<file path="src/rtl/lcd_pixel_gen.sv">
// ---------------------------------------------------------------------------
// lcd_pixel_gen
//
// Pixel-colour stage that sits directly behind the LTM sync generator of the
// 800x480 panel. It draws eight vertical colour bars with a solid box that
// bounces off the screen edges. The box moves once per frame, at the frame
// tick, so its position never changes while visible pixels are being drawn.
// Colour and the re-timed DEN/HD/VD leave through the same two register
// stages, so they stay aligned at the panel pins.
//
// Ports:
//   CLK      in   1   pixel clock (NCLK of the sync generator)
//   RST      in   1   synchronous reset, active-high
//   Columna  in  11   horizontal counter from the sync generator
//   Fila     in  10   vertical counter from the sync generator
//   DEN_in   in   1   data enable from the sync generator
//   HD_in    in   1   horizontal sync from the sync generator
//   VD_in    in   1   vertical sync from the sync generator
//   PAUSE    in   1   1 = hold the box position (looked at on frame tick only)
//   R, G, B  out  8   pixel colour
//   DEN      out  1   DEN_in delayed by two clocks
//   HD       out  1   HD_in delayed by two clocks
//   VD       out  1   VD_in delayed by two clocks
//
// Optional build macro:
//   GRID_OVERLAY_EN  when defined, a 64-pixel grid (colour 24'h404040) is
//                    drawn over the bars but underneath the box. When it is
//                    not defined no grid logic exists at all.
// ---------------------------------------------------------------------------
module lcd_pixel_gen #(
    parameter int          H_TOTAL = 1056,
    parameter int          V_TOTAL = 525,
    parameter int          H_BP    = 216,
    parameter int          V_BP    = 35,
    parameter int          H_ACT   = 800,
    parameter int          V_ACT   = 480,
    parameter int          BOX_W   = 64,
    parameter int          BOX_H   = 48,
    parameter int          STEP    = 4,
    parameter logic [23:0] BOX_RGB = 24'hFFFFFF
) (
    input  logic        CLK,
    input  logic        RST,
    input  logic [10:0] Columna,
    input  logic [9:0]  Fila,
    input  logic        DEN_in,
    input  logic        HD_in,
    input  logic        VD_in,
    input  logic        PAUSE,
    output logic [7:0]  R,
    output logic [7:0]  G,
    output logic [7:0]  B,
    output logic        DEN,
    output logic        HD,
    output logic        VD
);

    typedef enum logic [0:0] {
        WAIT_SYNC = 1'b0,
        RUN       = 1'b1
    } state_t;

    // Controller state and box position.
    state_t      state_q;
    logic [10:0] bx_q, bx_d;
    logic [9:0]  by_q, by_d;
    logic        dx_q, dx_d;      // 1 = moving right, 0 = moving left
    logic        dy_q, dy_d;      // 1 = moving down,  0 = moving up

    logic        frameTick;
    logic        moveBox;

    // Stage 1 signals.
    logic [10:0] xPix;
    logic [9:0]  yPix;
    logic [10:0] boxRight;
    logic [10:0] boxBottom;
    logic        inBox;
    logic [2:0]  barIdx;
    logic        inBox_q;
    logic [2:0]  bar_q;
    logic        den1_q, hd1_q, vd1_q;
`ifdef GRID_OVERLAY_EN
    logic        gridHit;
    logic        grid_q;
`endif

    // Stage 2 signals.
    logic [23:0] rgb_d, rgb_q;
    logic        den2_q, hd2_q, vd2_q;

    // Last pixel of the last line: exactly one clock per frame, well inside
    // vertical blanking.
    assign frameTick = (Columna == 11'(H_TOTAL - 1)) && (Fila == 10'(V_TOTAL - 1));

    // The first tick after reset only arms the controller; motion starts on
    // the following ticks.
    assign moveBox = frameTick && (state_q == RUN) && !PAUSE;

    // Next box position. An exact edge hit clamps and reverses in the same
    // tick, and the two axes are independent so a corner reverses both.
    // The sums are one bit wider than the position so they cannot wrap.
    always_comb begin
        bx_d = bx_q;
        by_d = by_q;
        dx_d = dx_q;
        dy_d = dy_q;
        if (moveBox) begin
            if (dx_q) begin
                if (({1'b0, bx_q} + 12'(BOX_W + STEP)) >= 12'(H_ACT)) begin
                    bx_d = 11'(H_ACT - BOX_W);
                    dx_d = 1'b0;
                end else begin
                    bx_d = bx_q + 11'(STEP);
                end
            end else begin
                if (bx_q <= 11'(STEP)) begin
                    bx_d = 11'd0;
                    dx_d = 1'b1;
                end else begin
                    bx_d = bx_q - 11'(STEP);
                end
            end

            if (dy_q) begin
                if (({1'b0, by_q} + 11'(BOX_H + STEP)) >= 11'(V_ACT)) begin
                    by_d = 10'(V_ACT - BOX_H);
                    dy_d = 1'b0;
                end else begin
                    by_d = by_q + 10'(STEP);
                end
            end else begin
                if (by_q <= 10'(STEP)) begin
                    by_d = 10'd0;
                    dy_d = 1'b1;
                end else begin
                    by_d = by_q - 10'(STEP);
                end
            end
        end
    end

    // Controller: leaves WAIT_SYNC on the first frame tick and only goes back
    // there through reset. The box registers live in the same block because
    // they share the frame-tick timing.
    always_ff @(posedge CLK) begin
        if (RST) begin
            state_q <= WAIT_SYNC;
            bx_q    <= 11'd0;
            by_q    <= 10'd0;
            dx_q    <= 1'b1;
            dy_q    <= 1'b1;
        end else begin
            if (frameTick) begin
                state_q <= RUN;
            end
            bx_q <= bx_d;
            by_q <= by_d;
            dx_q <= dx_d;
            dy_q <= dy_d;
        end
    end

    // Active-area coordinates. Outside the active window these wrap to large
    // values, which is harmless because DEN is low there.
    assign xPix      = Columna - 11'(H_BP);
    assign yPix      = Fila - 10'(V_BP);
    assign boxRight  = bx_q + 11'(BOX_W);
    assign boxBottom = {1'b0, by_q} + 11'(BOX_H);

    assign inBox = (xPix >= bx_q) && (xPix < boxRight) &&
                   ({1'b0, yPix} >= {1'b0, by_q}) && ({1'b0, yPix} < boxBottom);

    // Bar index x/100 via a threshold ladder instead of a divider.
    always_comb begin
        if (xPix < 11'd100) begin
            barIdx = 3'd0;
        end else if (xPix < 11'd200) begin
            barIdx = 3'd1;
        end else if (xPix < 11'd300) begin
            barIdx = 3'd2;
        end else if (xPix < 11'd400) begin
            barIdx = 3'd3;
        end else if (xPix < 11'd500) begin
            barIdx = 3'd4;
        end else if (xPix < 11'd600) begin
            barIdx = 3'd5;
        end else if (xPix < 11'd700) begin
            barIdx = 3'd6;
        end else begin
            barIdx = 3'd7;
        end
    end

`ifdef GRID_OVERLAY_EN
    assign gridHit = (xPix[5:0] == 6'd0) || (yPix[5:0] == 6'd0);
`endif

    // Stage 1: register the per-pixel decisions and the first sync delay.
    always_ff @(posedge CLK) begin
        if (RST) begin
            inBox_q <= 1'b0;
            bar_q   <= 3'd0;
            den1_q  <= 1'b0;
            hd1_q   <= 1'b1;
            vd1_q   <= 1'b1;
`ifdef GRID_OVERLAY_EN
            grid_q  <= 1'b0;
`endif
        end else begin
            inBox_q <= inBox;
            bar_q   <= barIdx;
            den1_q  <= DEN_in;
            hd1_q   <= HD_in;
            vd1_q   <= VD_in;
`ifdef GRID_OVERLAY_EN
            grid_q  <= gridHit;
`endif
        end
    end

    // Colour priority: blanking/not running, then box, then grid (optional),
    // then the bar palette.
    always_comb begin
        rgb_d = 24'h000000;
        if ((state_q == RUN) && den1_q) begin
            if (inBox_q) begin
                rgb_d = BOX_RGB;
`ifdef GRID_OVERLAY_EN
            end else if (grid_q) begin
                rgb_d = 24'h404040;
`endif
            end else begin
                case (bar_q)
                    3'd0:    rgb_d = 24'hFFFFFF;
                    3'd1:    rgb_d = 24'hFFFF00;
                    3'd2:    rgb_d = 24'h00FFFF;
                    3'd3:    rgb_d = 24'h00FF00;
                    3'd4:    rgb_d = 24'hFF00FF;
                    3'd5:    rgb_d = 24'hFF0000;
                    3'd6:    rgb_d = 24'h0000FF;
                    default: rgb_d = 24'h000000;
                endcase
            end
        end
    end

    // Stage 2: output registers, so colour and sync leave together.
    always_ff @(posedge CLK) begin
        if (RST) begin
            rgb_q  <= 24'h000000;
            den2_q <= 1'b0;
            hd2_q  <= 1'b1;
            vd2_q  <= 1'b1;
        end else begin
            rgb_q  <= rgb_d;
            den2_q <= den1_q;
            hd2_q  <= hd1_q;
            vd2_q  <= vd1_q;
        end
    end

    assign R   = rgb_q[23:16];
    assign G   = rgb_q[15:8];
    assign B   = rgb_q[7:0];
    assign DEN = den2_q;
    assign HD  = hd2_q;
    assign VD  = vd2_q;

endmodule

</file>
<file path="config.mk">
export PLATFORM = sky130hd
export DESIGN_NAME = lcd_pixel_gen
export DESIGN_NICKNAME = d
export VERILOG_FILES = /design/src/rtl/lcd_pixel_gen.sv
export SDC_FILE = /design/constraint.sdc
export NUM_CORES = 1
export LEC_CHECK = 0
export ABC_AREA = 1
export ABC_CLOCK_PERIOD_IN_PS = 3060
export CAP_MARGIN = 0
export CELL_PAD_IN_SITES_DETAIL_PLACEMENT = 2
export CELL_PAD_IN_SITES_GLOBAL_PLACEMENT = 2
export CORE_ASPECT_RATIO = 1.5
export CORE_MARGIN = 10
export CORE_UTILIZATION = 30
export DETAILED_ROUTE_END_ITERATION = 16
export PLACE_DENSITY_LB_ADDON = 0.1
export SYNTH_ARGS = -nofsm -noshare
export SYNTH_HDL_FRONTEND = slang
export SYNTH_SLANG_ARGS = --single-unit
</file>
<file path="constraint.sdc">
create_clock -name CLK -period 3.06 [get_ports CLK]
set_clock_uncertainty 0.2 [all_clocks]
set_input_delay 0.612 -clock CLK [delete_from_list [all_inputs] [get_ports CLK]]
set_output_delay 0.612 -clock CLK [all_outputs]
set_load 0.1 [all_outputs]
</file>
Word-level counts from Yosys, hierarchy flattened:

Index checks and enable logic that the tools add are counted.

* logic and storage cells: 83
* bits of input ports: 27
* register bits: 58
* output and inout bits: 27

* equal/unequal tests: 8
* add/sub/neg operators: 10
* $lt $le $gt $ge: 15
* mux-type cells: 20
* reduce and logical (&&, ||, !) cells: 13
* bitwise gates (word level): 1

Operators with widths (number)
* $pmux W24 S7: 1
* $lt A11 B9 Y1 const B: 3
* $mux W11: 3
* $mux W10: 3
* $mux W24: 1
* $add A10 B6 Y11 const B: 2
* $lt A11 B10 Y1 const B: 2
* $add A11 B7 Y12 const B: 1
* $ge A12 B10 Y1 const B: 1
* $add A11 B3 Y11 const B: 1
* $add A11 B7 Y11 const B: 1
* $eq A11 B11 Y1 const B: 1
* $ge A11 B11 Y1: 1
* $ge A11 B9 Y1 const B: 1
* $le A11 B3 Y1 const B: 1
* $lt A10 B11 Y1: 1
* $lt A11 B11 Y1: 1
* $lt A11 B7 Y1 const B: 1
* $lt A11 B8 Y1 const B: 1
* $sub A11 B3 Y11 const B: 1
* $sub A11 B8 Y11 const B: 1
* $add A10 B3 Y10 const B: 1
* $eq A10 B10 Y1 const B: 1
* $ge A10 B10 Y1: 1
* 15 further kinds: 35

Depth between registers and ports, before layout:

* depth in word-level cells: 8
* depth in mapped cells: 16
* depth with buffers taken out: 16

Least setup slack after synthesis:

No wires, ideal clock.

* path kind: input port to flip-flop
* start point: input Fila[0]
* end point: register inBox_q
* required time: 2.744 ns
* slack: 0.435 ns
* setup time: 0.116 ns
* stages: 12
* path buffers: 0
* data arrival time: 2.309 ns
* cell sequence: a21oi_1 > nand3b_1 > a21o_1 > nor3_1 > xor2_1 > ha_1 > a21oi_1 > o21ai_0 > a211oi_1 > nor2_1 > nand2_1 > a21oi_1

* word-level cells in the longest chain between the ends: 4
* elaborated cells on any way between the ends: 5
* classes of those cells: add/sub: 1; order compare: 2; reduce/logical: 2

RTL lines
* start, declared: RTL line 45 `input logic [9:0] Fila,`
* $sub A10 B6 Y10 (*): RTL line 167 `assign yPix = Fila - 10'(V_BP);`
* $ge A10 B10 Y1: RTL line 172 `({1'b0, yPix} >= {1'b0, by_q}) && ({1'b0, yPix} < boxBottom);`
* $logic_and A1 B1 Y1: RTL line 171 `assign inBox = (xPix >= bx_q) && (xPix < boxRight) &&`
* $logic_and A1 B1 Y1 (*): RTL line 172
* end signal, assigned: RTL line 211 `inBox_q <= inBox;`
* end, declared: RTL line 80 `logic inBox_q;`

Every way passes the cells marked *; elsewhere a longest branch is shown, timed or not.
A chain may end at the register's enable or synchronous reset.

Worst setup path in the final report:

* start point: input Columna[3]
* end point: register inBox_q

* word-level cells in the longest chain between the ends: 5
* elaborated cells on any way between the ends: 6
* classes of those cells: add/sub: 1; order compare: 2; reduce/logical: 3

RTL lines
* start, declared: RTL line 44 `input logic [10:0] Columna,`
* $sub A11 B8 Y11 (*): RTL line 166 `assign xPix = Columna - 11'(H_BP);`
* $ge A11 B11 Y1 or $lt A11 B11 Y1 (tied branches): RTL line 171
* $logic_and A1 B1 Y1 (*) (2 in series): RTL line 171
* $logic_and A1 B1 Y1 (*): RTL line 172

Marks and branches as above.

==> flow_metrics.tcl <==
set metrics [dict create \
    status "finished, final reports clean" \
    layout_commonest_cell "nand2_1" \
    start_util 0.3052 \
    synth_warnings 0 \
    route.detailed.drc 0 \
    io_buffers 53 \
    die_h_um 157.5 \
    drv_slew 0 \
    fp.dieArea_mm2 0.01758 \
    gp_congestion 0.8494 \
    cts_buffer_depth 2 \
    pwr_density_cell_mw_per_mm2 283.4 \
    syn_area_per_cell_um2 6.279 \
    fin_util 0.3898 \
    setup.worst_path.end_class "register" \
    clock_sinks 33 \
    dieWidth_um 111.7 \
    period_needed_ns 2.898 \
    maxCapViolCount 0 \
    p_leak_nw 2.419 \
    antenna_left 0 \
    required_ns 3.06 \
    place_area_mm2 0.004542 \
    numCtsBuffers 5 \
    finalHoldViolCount 0 \
    grt_max_degree 17 \
    row_count 50 \
    synthCells 602 \
    routed_wl_um 14760 \
    crit_fanout 5 \
    grt_use_total 0.1624 \
    cp_slowest_cell "clkdlybuf4s50_1" \
    globalRouteOverflowTotal 0 \
    first_pass_iters 4 \
    clockRootBuffer "clkbuf_16" \
    max-vdd-ir-drop_v 0.0001755 \
    synth_top_cell_by_area "dfxtp_1" \
    first_global_vias 4644 \
    hpwlAfterDp_um 12520 \
    cts_max_level 2 \
    drive_gt1_frac 0.1869 \
    n_antenna_cell 0 \
    syn_nets 674 \
    core_mm2 0.01239 \
    max_slew.worst_pin.slew_ns 0.5358 \
    timing.final.crit_share 0.9471 \
    cp-start-kind "input pin" \
    cts_tree "built" \
    clk_latency_ns 0.28 \
    drt-wirelength-per-cell_um 17.79 \
    ys_top_cells_by_area "dfxtp_1 17%, ha_1 15%, nand2_1 14%" \
    first_iter_violations 124 \
    synth_cell_type_count 39 \
    clk_transition_reported_paths_ns 0.06 \
    syn_area_mm2 0.003780 \
    synth_top_area_frac 0.1748 \
    worst_hold_path_type "reg2reg" \
    final_cell_mix "134 x nand2_1, 71 x buf_4, 69 x inv_1, 63 x nor2_1, 48 x a21oi_1" \
    max_freq_mhz 345.1 \
    finalSetupViolCount 0 \
    worstPathCellList "clkdlybuf4s50_1 > buf_4 > inv_1 > ha_1 > ha_1 > a21oi_1 > o21ai_0 > o21ai_1 > o211ai_1 > nand2_1 > nand2_1 > a21oi_1" \
    nNetsFinal 745 \
    critPathKind "in2reg" \
    slowest_delay_ns 0.49 \
    arrival_ns 2.90 \
    crit_family "compound AO/OA/AOI/OAI gates" \
    ys_seq_area_frac 0.1748 \
    grt_pass1_wl_um 23560 \
    synthToLayoutAreaGrowth_pct 27.74 \
    ios 54 \
    antenna_found_initial 0 \
    finish.instance_area_mm2 0.004828 \
    cp.buffers_inverters 3 \
    slew_headroom 0.6424 \
    ys_ff_latch 33 \
    vias 4150 \
    viasPerCell 5.000 \
    post_cts_buffers 0 \
]
[Yosys cell counts, drive strengths merged]
master,count
nor3b,1
clkbuf,5
a31oi,1
nor4,1
xor2,24
a21o,2
dfxtp,33
ha,45
nand4,18
inv,75
o221ai,1
xnor2,6
nand3,27
o21a,1
o21ai,40
nand2,142
o2111ai,2
o211ai,4
nor3,8
clkinv,1
nor2,74
o22ai,1
o31ai,1
a21oi,51
or2,8
buf,28
nand3b,1
a211oi,1
[stage by stage]
stage | hold WS, ns | setup TNS (ns) | total power [mW] | setup slack, ns | cells
after floorplan | 0.1881 | 0 | 0.6080 | 0.4350 | 602
after global placement | 0.1910 | -0.1730 | 0.7401 | -0.1730 | 822
after detailed placement | 0.1977 | -0.2492 | 0.7573 | -0.2492 | 822
after CTS | 0.2163 | 0 | 1.362 | 0.01362 | 830
after global routing | 0.2341 | -0.05677 | 1.434 | -0.05677 | 830
final | 0.2137 | 0 | 1.368 | 0.1619 | 830
[flip-flops by register name, summed over array words and instances, names as in the netlist, 3 cells and up]
signal	count
bar_q	3
bx_q	9
by_q	8
rgb_q	3
[path summary, 6_finish.rpt]
path / startpoint / to / slack (ns) / cells after the start
min: hd1_q$_SDFF_PP1_ / HD$_SDFF_PP1_ / 0.21 / 1
max reg2reg: by_q[6]$_SDFFE_PP0P_ / inBox_q$_SDFF_PP0_ / 0.55 / 10
min reg2reg: hd1_q$_SDFF_PP1_ / HD$_SDFF_PP1_ / 0.21 / 1
max: Columna[3] / inBox_q$_SDFF_PP0_ / 0.16 / 12
[report_power, final]
group	switching (mW)	total [mW]	leakage [nW]	internal (mW)
Sequential	0.00278	0.442	0.268	0.439
Clock	0.196	0.603	0.0841	0.407
Combinational	0.176	0.324	2.07	0.147
Total	0.375	1.37	2.42	0.993
[cell type report]
type                            instances  area, um2
Clock buffer                            7      142.6
Clock inverter                          1      30.03
Multi-Input combinational cell        460       2714
Tap cell                              156      195.2
Fill cell                            1526       7559
Timing Repair Buffer                   97      800.8
Sequential cell                        33      660.6
Inverter                               76      285.3
[worst register-to-register path: stages (launching register included)]
cell and delay (ns):
dfxtp_1 0.53, nand2_1 0.24, nor2_1 0.25, xor2_1 0.29, ha_4 0.26, a21oi_2 0.12
o21ai_1 0.09, a21oi_1 0.12, o21a_1 0.14, nand2_1 0.05, a21oi_1 0.12
[cell families (layout without fill, tap and decap cells)]
group / Yosys count / after routing / share of synthesized area
flip-flops: 33 / 33 / 0.1748
XOR/XNOR: 30 / 30 / 0.06951
AND/OR/NAND/NOR: 280 / 280 / 0.3217
adder cells (fa/ha/maj): 45 / 45 / 0.1490
buffers and inverters: 109 / 181 / 0.1354
AO/OA/AOI/OAI: 105 / 105 / 0.1496
[per-layer routing]
layer	GRT usage	routed length, um
met1	0.1542	5300
met2	0.3472	8985
met3	0.01371	154
met4	0.04972	322
met5	0	0
[timing repair]
action | 4_1_cts | 5_1_grt
hold buffers | 0 | 0
gates resized for setup | 0 | 32
endpoints found under the setup margin | 0 | 1
Note: power is estimated with default switching activity, not from simulation.
==> variant (same flow settings) <==
Take the reset off `bx_q` and `by_q` and load them in a clocked block of their own.
--- a/src/rtl/lcd_pixel_gen.sv
+++ b/src/rtl/lcd_pixel_gen.sv
@@ -146,19 +146,20 @@
     always_ff @(posedge CLK) begin
         if (RST) begin
             state_q <= WAIT_SYNC;
-            bx_q    <= 11'd0;
-            by_q    <= 10'd0;
             dx_q    <= 1'b1;
             dy_q    <= 1'b1;
         end else begin
             if (frameTick) begin
                 state_q <= RUN;
             end
-            bx_q <= bx_d;
-            by_q <= by_d;
             dx_q <= dx_d;
             dy_q <= dy_d;
         end
+    end
+
+    always_ff @(posedge CLK) begin
+        bx_q <= bx_d;
+        by_q <= by_d;
     end
 
     // Active-area coordinates. Outside the active window these wrap to large
Check against the original RTL: no difference found for any inputs over 10 cycles, from zero or initial values and one cycle with RST high; that may be too few to reach the edited logic, so the function may still have changed.
==> variant against the original RTL <==
- count of clock-buffer cells in the layout stayed put
- routed wire length decreased by 15%
- synthesized area decreased by 3.0%
- sequential cell count did not move
- cell count is 12% lower
- register-to-register slack improved by 170 ps
- setup slack better by 73 ps
- total power decreased by 2.9%
- cell area shrank 7.7%
- highest routed layer unchanged
- first-iteration DRC count fell by 38%
- combinational power down 19%
==> variant: results (changes against the original RTL) <==
Status
  • Status: finished, final reports clean

GRT
  • Total track usage: 0.151 (-0.0109)
  • Initial antenna violation count: 0 (unchanged)
  • Vias in the first global route: 3943 (-15%)
  • Largest net degree at the start of global routing: 11 (-6)
  • First-pass GRT wire length: 20500 um (-13%)

Route
  • Vias: 3539 (-15%)
  • Initial DRC count: 77 (-38%)
  • Routed len/inst: 17.2 um (-3.2%)

Synth
  • Yosys cell types: 43 (+10%)
  • Post-synth top area share: 0.154 (-0.0212)
  • Most used DFF post-synth: edfxtp_1
  • Number of flops mapped to enable cells by yosys: 17 (+17)
  • Most frequent cells after synthesis: 113 x nand2_1, 71 x inv_1, 45 x ha_1, 41 x nor2_1, 36 x nand3_1
  • Post-synth net total: 592 (-12%)
  • Sequential area share after synthesis: 0.227 (+0.0518)
  • Top post-synthesis cells by area: ha_1 15%, edfxtp_1 14%, nand2_1 12%

Finish
  • Ant diodes: 0 (unchanged)
  • Share of cells above drive strength 1: 0.162 (-0.0252)
  • Top Registers: bx_q (9), by_q (8)
  • Nets: 646 (-13%)

Power
  • Leakage: 2.21 nW (-8.7%)
  • Worst VDD drop: 0.264 mV (+50%)

Critical path
  • Max Fanout on Critical Path: 3 (-2)

STA
  • Max_slew headroom: 0.662 (+0.0194)

Placed design
  • Dpl hpwl: 10800 um (-14%)
[variant: path summary, 6_finish.rpt]
kind | from | end | slack (ps) | cells past startpoint
worst max-delay path | Fila[0] | inBox_q$_SDFF_PP0_ | 240 | 13
worst min-delay path | vd1_q$_SDFF_PP1_ | VD$_SDFF_PP1_ | 210 | 1
worst max register to register | bx_q[2]$_DFFE_PP_ | bx_q[9]$_DFFE_PP_ | 720 | 12
worst min register to register | vd1_q$_SDFF_PP1_ | VD$_SDFF_PP1_ | 210 | 1
[variant: worst max-delay path: stages]
cell             delay, ps
clkdlybuf4s50_1        460
ha_1                   270
nor2_1                 110
nand2_1                100
nand2_1                 90
xor2_1                 270
ha_1                   300
a21oi_1                150
o21a_1                 150
nor3_1                  50
nor2_1                  90
nand2_1                 80
nor2_1                 100
[variant: power breakdown]
part	switching, mW	leakage, nW	internal, mW	total, mW
sequential	0.00480	0.284	0.470	0.475
combinational	0.149	1.84	0.114	0.263
clock	0.184	0.0841	0.406	0.590
[variant: final cells by class]
cell class	count	area [sq um]
clock buffer	7	143
clock inverter	1	30.0
fill	1450	7500
inverter	78	293
multi-input combinational	381	2340
sequential	33	831
tap	153	191
timing repair buffer	75	628
[variant: metrics by stage]
step | worst slack, ps | area (sq um) | hold WS, ps | instances
2_1_floorplan | 633 | 3670 | 188 | 520
4_1_cts | 234 | 4450 | 214 | 728
3_5_place_dp | -48.8 | 4280 | 199 | 720
3_3_place_gp | -20.9 | 4280 | 191 | 720
5_1_grt | 24.7 | 4460 | 220 | 728
6_report | 235 | 4460 | 210 | 728
[variant: cell families after synthesis]
logic type | after synthesis | share of synthesized area
compound gates | 69 | 0.111
xor+xnor | 34 | 0.0812
fa+ha+maj | 45 | 0.154
buf+inv | 106 | 0.135
flops | 33 | 0.227
simple gates | 233 | 0.292
[variant: metal layers]
| metal | vias up | routed length [um] | track usage |
|---|---|---|---|
| li1 | 1779 | - | - |
| met1 | 1726 | 4510 | 0.146 |
| met2 | 18 | 7690 | 0.313 |
| met3 | 16 | 128 | 0.0182 |
| met4 | 0 | 210 | 0.0387 |
| met5 | - | 0 | 0 |
